[src/rtl/alu_pkg.sv]
// Shared opcode, FSM-state and command-payload definitions for the ALU sequencer.
package alu_pkg;

  localparam int unsigned OPND_W = 4;
  localparam int unsigned OP_W   = 4;
  localparam int unsigned RES_W  = 8;
  localparam int unsigned CMD_W  = 2 * OPND_W + OP_W;

  typedef enum logic [OP_W-1:0] {
    OP_ADD  = 4'd0,
    OP_SUB  = 4'd1,
    OP_MUL  = 4'd2,
    OP_DIV  = 4'd3,
    OP_AND  = 4'd4,
    OP_OR   = 4'd5,
    OP_XOR  = 4'd6,
    OP_NAND = 4'd7,
    OP_NOR  = 4'd8,
    OP_XNOR = 4'd9,
    OP_SHL  = 4'd10,
    OP_SHR  = 4'd11,
    OP_MIN  = 4'd12,
    OP_MAX  = 4'd13,
    OP_LT   = 4'd14,
    OP_EQ   = 4'd15
  } alu_op_e;

  typedef enum logic [1:0] {
    S_IDLE  = 2'd0,
    S_DRIVE = 2'd1,
    S_RESP  = 2'd2
  } state_e;

  typedef struct packed {
    logic [OP_W-1:0]   op;
    logic [OPND_W-1:0] a;
    logic [OPND_W-1:0] b;
  } cmd_t;

  localparam logic [RES_W-1:0] DIVZ_DATA = 8'hFF;

  // A divide with a zero divisor bypasses the external ALU result.
  function automatic logic is_divz(input logic [OP_W-1:0] op, input logic [OPND_W-1:0] b);
    return (op == OP_W'(OP_DIV)) && (b == '0);
  endfunction

endpackage

[src/rtl/sync_fifo.sv]
// Single-clock FIFO with wrapping pointers, occupancy count and full/empty flags.
module sync_fifo #(
  parameter int unsigned WIDTH = 12,
  parameter int unsigned DEPTH = 4
) (
  input  logic             clk,
  input  logic             rst,
  input  logic             push,
  input  logic             pop,
  input  logic [WIDTH-1:0] wdata,
  output logic [WIDTH-1:0] rdata,
  output logic             full,
  output logic             empty
);

  localparam int unsigned AW    = (DEPTH > 1) ? $clog2(DEPTH) : 1;
  localparam int unsigned CNT_W = AW + 1;

  logic [WIDTH-1:0] mem [DEPTH];
  logic [AW-1:0]    wptr;
  logic [AW-1:0]    rptr;
  logic [CNT_W-1:0] count;
  logic             do_push;
  logic             do_pop;

  assign full    = (count == CNT_W'(DEPTH));
  assign empty   = (count == '0);
  assign do_push = push && !full;
  assign do_pop  = pop && !empty;
  assign rdata   = mem[rptr];

  // Storage needs no reset; only pointers and count define validity.
  always_ff @(posedge clk) begin
    if (do_push) mem[wptr] <= wdata;
  end

  // DEPTH is a power of two, so natural pointer overflow wraps modulo DEPTH.
  always_ff @(posedge clk or posedge rst) begin
    if (rst) begin
      wptr  <= '0;
      rptr  <= '0;
      count <= '0;
    end else begin
      if (do_push) wptr <= wptr + AW'(1);
      if (do_pop)  rptr <= rptr + AW'(1);
      case ({do_push, do_pop})
        2'b10:   count <= count + CNT_W'(1);
        2'b01:   count <= count - CNT_W'(1);
        default: count <= count;
      endcase
    end
  end

endmodule

[src/rtl/alu_sequencer.sv]
// Queues ALU commands, drives an external combinational ALU one command at a
// time and returns each registered result over a valid/ready response port.
module alu_sequencer
  import alu_pkg::*;
#(
  parameter int unsigned FIFO_DEPTH = 4
) (
  input  logic              i_clk,
  input  logic              i_rst,
  input  logic              i_cmd_valid,
  output logic              o_cmd_ready,
  input  logic [OPND_W-1:0] i_cmd_a,
  input  logic [OPND_W-1:0] i_cmd_b,
  input  logic [OP_W-1:0]   i_cmd_op,
  output logic [OPND_W-1:0] o_alu_in1,
  output logic [OPND_W-1:0] o_alu_in2,
  output logic [OP_W-1:0]   o_alu_op,
  input  logic [RES_W-1:0]  i_alu_result,
  output logic              o_rsp_valid,
  input  logic              i_rsp_ready,
  output logic [RES_W-1:0]  o_rsp_data,
  output logic [OP_W-1:0]   o_rsp_op,
  output logic              o_rsp_divz,
  output logic              o_busy
);

  cmd_t   wr_cmd;
  cmd_t   head;
  logic   fifo_full;
  logic   fifo_empty;
  logic   pop;

  state_e state;
  state_e state_d;

  logic [OPND_W-1:0] alu_in1_d;
  logic [OPND_W-1:0] alu_in2_d;
  logic [OP_W-1:0]   alu_op_d;
  logic              rsp_valid_d;
  logic [RES_W-1:0]  rsp_data_d;
  logic [OP_W-1:0]   rsp_op_d;
  logic              rsp_divz_d;

  assign wr_cmd = '{op: i_cmd_op, a: i_cmd_a, b: i_cmd_b};

  sync_fifo #(
    .WIDTH (CMD_W),
    .DEPTH (FIFO_DEPTH)
  ) u_cmd_fifo (
    .clk   (i_clk),
    .rst   (i_rst),
    .push  (i_cmd_valid),
    .pop   (pop),
    .wdata (wr_cmd),
    .rdata (head),
    .full  (fifo_full),
    .empty (fifo_empty)
  );

  assign o_cmd_ready = !fifo_full;
  assign o_busy      = (state != S_IDLE) || !fifo_empty;

  always_ff @(posedge i_clk or posedge i_rst) begin
    if (i_rst) state <= S_IDLE;
    else       state <= state_d;
  end

  // Next-state and next-output logic; every register holds unless a state updates it.
  always_comb begin
    state_d     = state;
    pop         = 1'b0;
    alu_in1_d   = o_alu_in1;
    alu_in2_d   = o_alu_in2;
    alu_op_d    = o_alu_op;
    rsp_valid_d = o_rsp_valid;
    rsp_data_d  = o_rsp_data;
    rsp_op_d    = o_rsp_op;
    rsp_divz_d  = o_rsp_divz;

    case (state)
      S_IDLE: begin
        if (!fifo_empty) begin
          pop       = 1'b1;
          alu_in1_d = head.a;
          alu_in2_d = head.b;
          alu_op_d  = head.op;
          state_d   = S_DRIVE;
        end
      end
      S_DRIVE: begin
        rsp_valid_d = 1'b1;
        rsp_op_d    = o_alu_op;
        if (is_divz(o_alu_op, o_alu_in2)) begin
          rsp_divz_d = 1'b1;
          rsp_data_d = DIVZ_DATA;
        end else begin
          rsp_divz_d = 1'b0;
          rsp_data_d = i_alu_result;
        end
        state_d = S_RESP;
      end
      S_RESP: begin
        if (i_rsp_ready) begin
          rsp_valid_d = 1'b0;
          // Chaining straight into DRIVE keeps throughput at one result per two cycles.
          if (!fifo_empty) begin
            pop       = 1'b1;
            alu_in1_d = head.a;
            alu_in2_d = head.b;
            alu_op_d  = head.op;
            state_d   = S_DRIVE;
          end else begin
            state_d = S_IDLE;
          end
        end
      end
      default: state_d = S_IDLE;
    endcase
  end

  always_ff @(posedge i_clk or posedge i_rst) begin
    if (i_rst) begin
      o_alu_in1   <= '0;
      o_alu_in2   <= '0;
      o_alu_op    <= '0;
      o_rsp_valid <= 1'b0;
      o_rsp_data  <= '0;
      o_rsp_op    <= '0;
      o_rsp_divz  <= 1'b0;
    end else begin
      o_alu_in1   <= alu_in1_d;
      o_alu_in2   <= alu_in2_d;
      o_alu_op    <= alu_op_d;
      o_rsp_valid <= rsp_valid_d;
      o_rsp_data  <= rsp_data_d;
      o_rsp_op    <= rsp_op_d;
      o_rsp_divz  <= rsp_divz_d;
    end
  end

endmodule

[config.mk]
export PLATFORM = sky130hd
export DESIGN_NAME = alu_sequencer
export DESIGN_NICKNAME = d
export VERILOG_FILES = /design/src/rtl/alu_pkg.sv /design/src/rtl/sync_fifo.sv /design/src/rtl/alu_sequencer.sv
export SDC_FILE = /design/constraint.sdc
export NUM_CORES = 1
export LEC_CHECK = 0
export CAP_MARGIN = 10
export CORE_ASPECT_RATIO = 2
export CORE_MARGIN = 2
export CORE_UTILIZATION = 45
export DETAILED_ROUTE_END_ITERATION = 8
export GPL_ROUTABILITY_DRIVEN = 1
export PLACE_DENSITY_LB_ADDON = 0.2
export SYNTH_ARGS = -nofsm -noshare
export SYNTH_HDL_FRONTEND = slang
export SYNTH_SLANG_ARGS = --single-unit
[constraint.sdc]
create_clock -name i_clk -period 4.6 [get_ports i_clk]
set_input_delay 0.92 -clock i_clk [delete_from_list [all_inputs] [get_ports i_clk]]
set_output_delay 0.92 -clock i_clk [all_outputs]
set_load 0.1 [all_outputs]
# Yosys cells after proc, flatten, opt, wreduce, memory -nomap -nowiden
# Memory sizes are Yosys's and may differ from the RTL's.
# Cells that the tools add are included.
[totals]
ff_bits = 35
mem_bits_rw = 48
output_inout_bits = 28
elab_cells = 63
n_memories = 1
[op_classes]
add_sub_neg = 4
n_eq_ne = 8
muxes = 23
reduce_logical = 16
[memory_table]
columns = ["name", "depth", "width", "read_ports", "rd_ports_with_merged_regs", "write_ports", "line_no", "rtl"]
rows = [
  ["u_cmd_fifo.mem", 4, 12, 1, 0, 1, "sync_fifo.sv:19", "logic [WIDTH-1:0] mem [DEPTH];"],
]
[ops]
columns = ["operator", "count"]
rows = [
  ["$mux W4", 6],
  ["$pmux W4 S2", 3],
  ["$mux W8", 1],
  ["$reduce_bool A2 Y1", 4],
  ["$mux W1", 7],
  ["$pmux W2 S3", 1],
  ["$pmux W3 S2", 1],
  ["$reduce_and A2 Y1", 3],
  ["$add A2 B1 Y2 const B", 2],
  ["$eq A2 B1 Y1 const B", 2],
  ["$eq A2 B2 Y1 const B", 2],
  ["$eq A4 B2 Y1 const B", 1],
  ["$logic_not A4 Y1", 1],
  ["$mux W2", 2],
  ["$ne A2 B2 Y1 const B", 2],
  ["$pmux W1 S2", 2],
  ["$add A3 B1 Y3 const B", 1],
  ["$eq A3 B3 Y1 const B", 1],
  ["$logic_and A1 B1 Y1", 3],
  ["$logic_not A3 Y1", 1],
  ["$sub A3 B1 Y3 const B", 1],
  ["$logic_not A1 Y1", 2],
  ["$logic_not A2 Y1", 1],
  ["$logic_or A1 B1 Y1", 1],
]

# Longest topological paths before layout
[depth]
ltp_word = 7
depth_mapped = 9

# By module
# A second synthesis with hierarchy kept.
[hier_totals]
cells_unflattened = 199
hier_area_um2 = 3354.5
[by_module_without_submodules]
columns = ["mod", "instances", "cells_each", "area_per_inst_um2"]
rows = [
  ["sync_fifo", 1, 101, 2192.1],
  ["alu_sequencer", 1, 98, 1162.4],
]

# Worst setup path before layout
# OpenSTA, ideal clock, no wires.
[synth_path]
kind = "register -> register"
start = "reg u_cmd_fifo.count[0]"
end = "reg u_cmd_fifo.count[2]"
setup_ns = 0.079
arrival_time_ns = 2.565
required_time_ns = 4.521
setup_slack_ns = 1.956
stages_incl_launch_ff = 10
n_path_buf = 1
synth_period_minus_slack_ns = 2.644
cell_sequence = "dfrtp_1 > or3b_1 > clkbuf_1 > nand2_2 > ha_1 > inv_1 > fa_1 > xor2_1 > nor2_1 > xor2_1"
[synth_rtl]
columns = ["item", "line_no", "rtl"]
rows = [
  ["start: declaration", "sync_fifo.sv:22", "logic [CNT_W-1:0] count;"],
  ["start signal: assignment", "sync_fifo.sv:47", "2'b10: count <= count + CNT_W'(1);"],
  ["start signal: assignment", "sync_fifo.sv:48", "2'b01: count <= count - CNT_W'(1);"],
  ["start signal: assignment", "sync_fifo.sv:49", "default: count <= count;"],
  ["$eq A3 B3 Y1 *", "sync_fifo.sv:26", "assign full = (count == CNT_W'(DEPTH));"],
  ["$logic_not A1 Y1 *", "-", ""],
  ["net o_cmd_ready", "alu_sequencer.sv:11", "output logic o_cmd_ready,"],
  ["$logic_and A1 B1 Y1 *", "sync_fifo.sv:28", "assign do_push = push && !full;"],
  ["$eq A2 B1 Y1 / $eq A2 B2 Y1 (equally long branches)", "sync_fifo.sv:46", "case ({do_push, do_pop})"],
  ["$pmux W3 S2 / $reduce_bool A2 Y1 (equally long branches)", "-", ""],
]
# The timed path passes the listed nets; every way through them passes the cells marked *.
# A chain may end at the register's enable or synchronous reset.

# Worst setup path in the final report
[layout_path]
start = "reg u_cmd_fifo.count[1]"
end = "out o_busy"
[layout_between]
elab_chain_cells = 3
[layout_rtl]
columns = ["item", "line_no", "rtl"]
rows = [
  ["$logic_not A3 Y1", "sync_fifo.sv:27", "assign empty = (count == '0);"],
  ["$logic_not A1 Y1", "alu_sequencer.sv:61", "assign o_busy = (state != S_IDLE) || !fifo_empty;"],
  ["$logic_or A1 B1 Y1", "alu_sequencer.sv:61", ""],
  ["end: declaration", "alu_sequencer.sv:24", "output logic o_busy"],
]
# No other way between the ends.

==> impl_metrics.toml <==
[outcome]
status = "finished clean"

[grt]
use_met1_pct = 16.55
grt_usage_pct = 15.65
grt-ovfl-total = 0
grt_pass1_vias = 1761
grt_busiest_layer = "met2"
grt_pass1_wl_um = 9080
antenna_found_initial = 0
use_met2_pct = 27.70
use_met3_pct = 4.676
grt_max_degree = 19

[die]
die_y_um = 125.3
start_util_pct = 45.91
coreArea_um2 = 7212
ios = 52
die_w_um = 64.65
row_count = 44
die_area_um2 = 8101

[timing]
slew_headroom_pct = 33.13
drv_slew = 0
fmax_ghz = 0.3182
finClkSkew_ns = 0.004786
setup_viol = 0
rsz0062_at_grt = "no"
tightestPinTransition_ns = 1.000
fin_tns_setup_ns = 0
finalCritPeriodShare_pct = 68.32
finalHoldViolCount = 0
fin_crit_ns = 3.143

[cells_and_area]
multiInputGateArea_um2 = 910.9
layout_common_cells = "clkdlybuf4s50_1, edfxtp_1, dfrtp_1"
final_common_cell = "clkdlybuf4s50_1"
drive_above_1_share_pct = 14.45
diodes = 0
seqCellArea_um2 = 2317
nFillCells = 577
nNetsFinal = 282
areaGrowthSynthToFinish_pct = 25.21

[route]
drcViolationCount = 0
totalWireLength_um = 5638
drt-initial-drc-count = 147
dr.pass1.iters = 4
final_antenna_net_count = 0
routed_via_density = 4.925
dr_total_vias = 1714
avgRoutedWirePerCell_um = 16.20

[placement]
post-dp-hpwl_um = 4102
port_buffers = 51
gp_congestion = 0.7125

[critical_path]
startpoint_type = "register"
worstRegToRegCells = 8
cp_max_fo = 4
r2r_setup_slack_ns = 2.47
end_kind = "primary output"
crit_required_ns = 3.68
r2r-end = "u_cmd_fifo.count[2]"
arrival_ns = 2.22
crit_type = "register to primary output"
r2r-start = "u_cmd_fifo.count[0]"

[synthesis]
yosys.area.top_type = "edfxtp_1"
syn-cell-area_um2 = 3311
ys_warn_count = 0
ys_seq_elements = 83
syn_inst = 195
avgSynthCellArea_um2 = 16.98
ys_types = 33
synth_area_leaders = "edfxtp_1, dfrtp_1, mux4_2"
yosysSeqAreaShare_pct = 69.99
yosysTopAreaCellShare_pct = 43.54
syn_nets = 225

[cts]
cts_buffers = 9
cts_setup_buffers = 0
cts_hold_buffers = 0
path_clk_slew_ns = 0.06
clockBufferDepth = 2
cts-root-buf = "clkbuf_16"
numClockSinks = 83
post_cts_resized = 0
tritoncts = "done"
clock_latency_ns = 0.33
htree_levels = 3

[min_path]
min_path_type = "register to register"
hold_end = "o_rsp_op[2]"
hold_depth = 2
min-delay-start = "o_rsp_op[2]"

[run]
maxCapViolations = 0
-- flip-flops by register name, summed over array words and instances, names as in the netlist --
register / cells
u_cmd_fifo.mem: 48
o_alu_in1: 4
o_alu_in2: 4
o_alu_op: 4
u_cmd_fifo.rptr: 2
u_cmd_fifo.wptr: 2
state: 2
o_rsp_data: 8
o_rsp_divz: 1
o_rsp_valid: 1
u_cmd_fifo.count: 3
o_rsp_op: 4
-- routing by layer --
metal,part of all wire (%),vias to the layer above
met1,38,828
met5,0,-
li1,-,826
met3,4.1,11
met4,2.3,0
met2,56,49
-- metrics by stage --
| stage | util [%] | instances | cell area [um^2] | worst slack [ns] | hold WS, ns |
|---|---|---|---|---|---|
| floorplan | - | 195 | 3311 | 1.956 | 0.4735 |
| global placement | 54.01 | 333 | 3895 | 1.591 | 0.4599 |
| detailed placement | 54.01 | 333 | 3895 | 1.549 | 0.4613 |
| CTS | 57.48 | 348 | 4145 | 1.400 | 0.4753 |
| global route | 57.48 | 348 | 4145 | 1.350 | 0.4950 |
| finish | 57.48 | 348 | 4145 | 1.457 | 0.4697 |
-- synthesized netlist by cell type --
library cell,number
mux2_4,8
dfrtp_1,35
buf_12,1
buf_4,1
buf_6,1
a21oi_1,8
inv_1,7
nor3_2,1
nor2_1,18
nand2b_1,2
clkbuf_1,2
ha_1,5
nor2b_1,2
mux2i_1,1
nand2_2,1
nor4_1,1
o22a_1,1
fa_1,1
and3_1,4
buf_2,2
xnor2_1,2
xor2_1,4
nor4b_1,1
nor3_4,1
mux4_2,8
or3b_1,1
edfxtp_1,48
nor4bb_1,1
o21ai_0,2
nor3_1,1
mux2_2,5
mux4_1,4
nand2_1,15
-- critical path: stages, from the launching register on --
cell and delay, ns:
dfrtp_1 0.40, nor3_2 0.42, nand2_1 0.09, clkdlybuf4s50_1 0.98
-- kinds of logic (layout without fill, tap and decap cells) --
logic type	after synthesis	after routing	synth area share (%)
XOR/XNOR	6	6	1.587
flip-flops	83	83	69.99
multiplexers	26	26	14.25
AO/OA/AOI/OAI	11	11	1.776
buffers and inverters	14	75	2.495
adder cells (fa/ha/maj)	6	6	2.494
AND/OR/NAND/NOR	49	49	7.407
-- worst max-delay path by stage --
| stage | from | endpoint | slack, ns |
|---|---|---|---|
| after detailed placement | i_rsp_ready | u_cmd_fifo.count[2] | 1.55 |
| after global placement | i_rsp_ready | u_cmd_fifo.count[2] | 1.59 |
| after global routing | u_cmd_fifo.count[1] | o_busy | 1.35 |
| final | u_cmd_fifo.count[1] | o_busy | 1.46 |
| after floorplan | u_cmd_fifo.count[0] | u_cmd_fifo.count[2] | 1.96 |
| after CTS | u_cmd_fifo.count[1] | o_busy | 1.40 |
-- cell type report --
class,instances,share of cell area [%]
Timing Repair Buffer,53,12.68
Clock buffer,10,5.524
Tap cell,92,2.777
Clock inverter,5,0.5131
Multi-Input combinational cell,98,21.97
Inverter,7,0.6339
Sequential cell,83,55.90
Power is not shown: default switching activity piles up to over one toggle a cycle in this logic, so the estimate is an artifact.
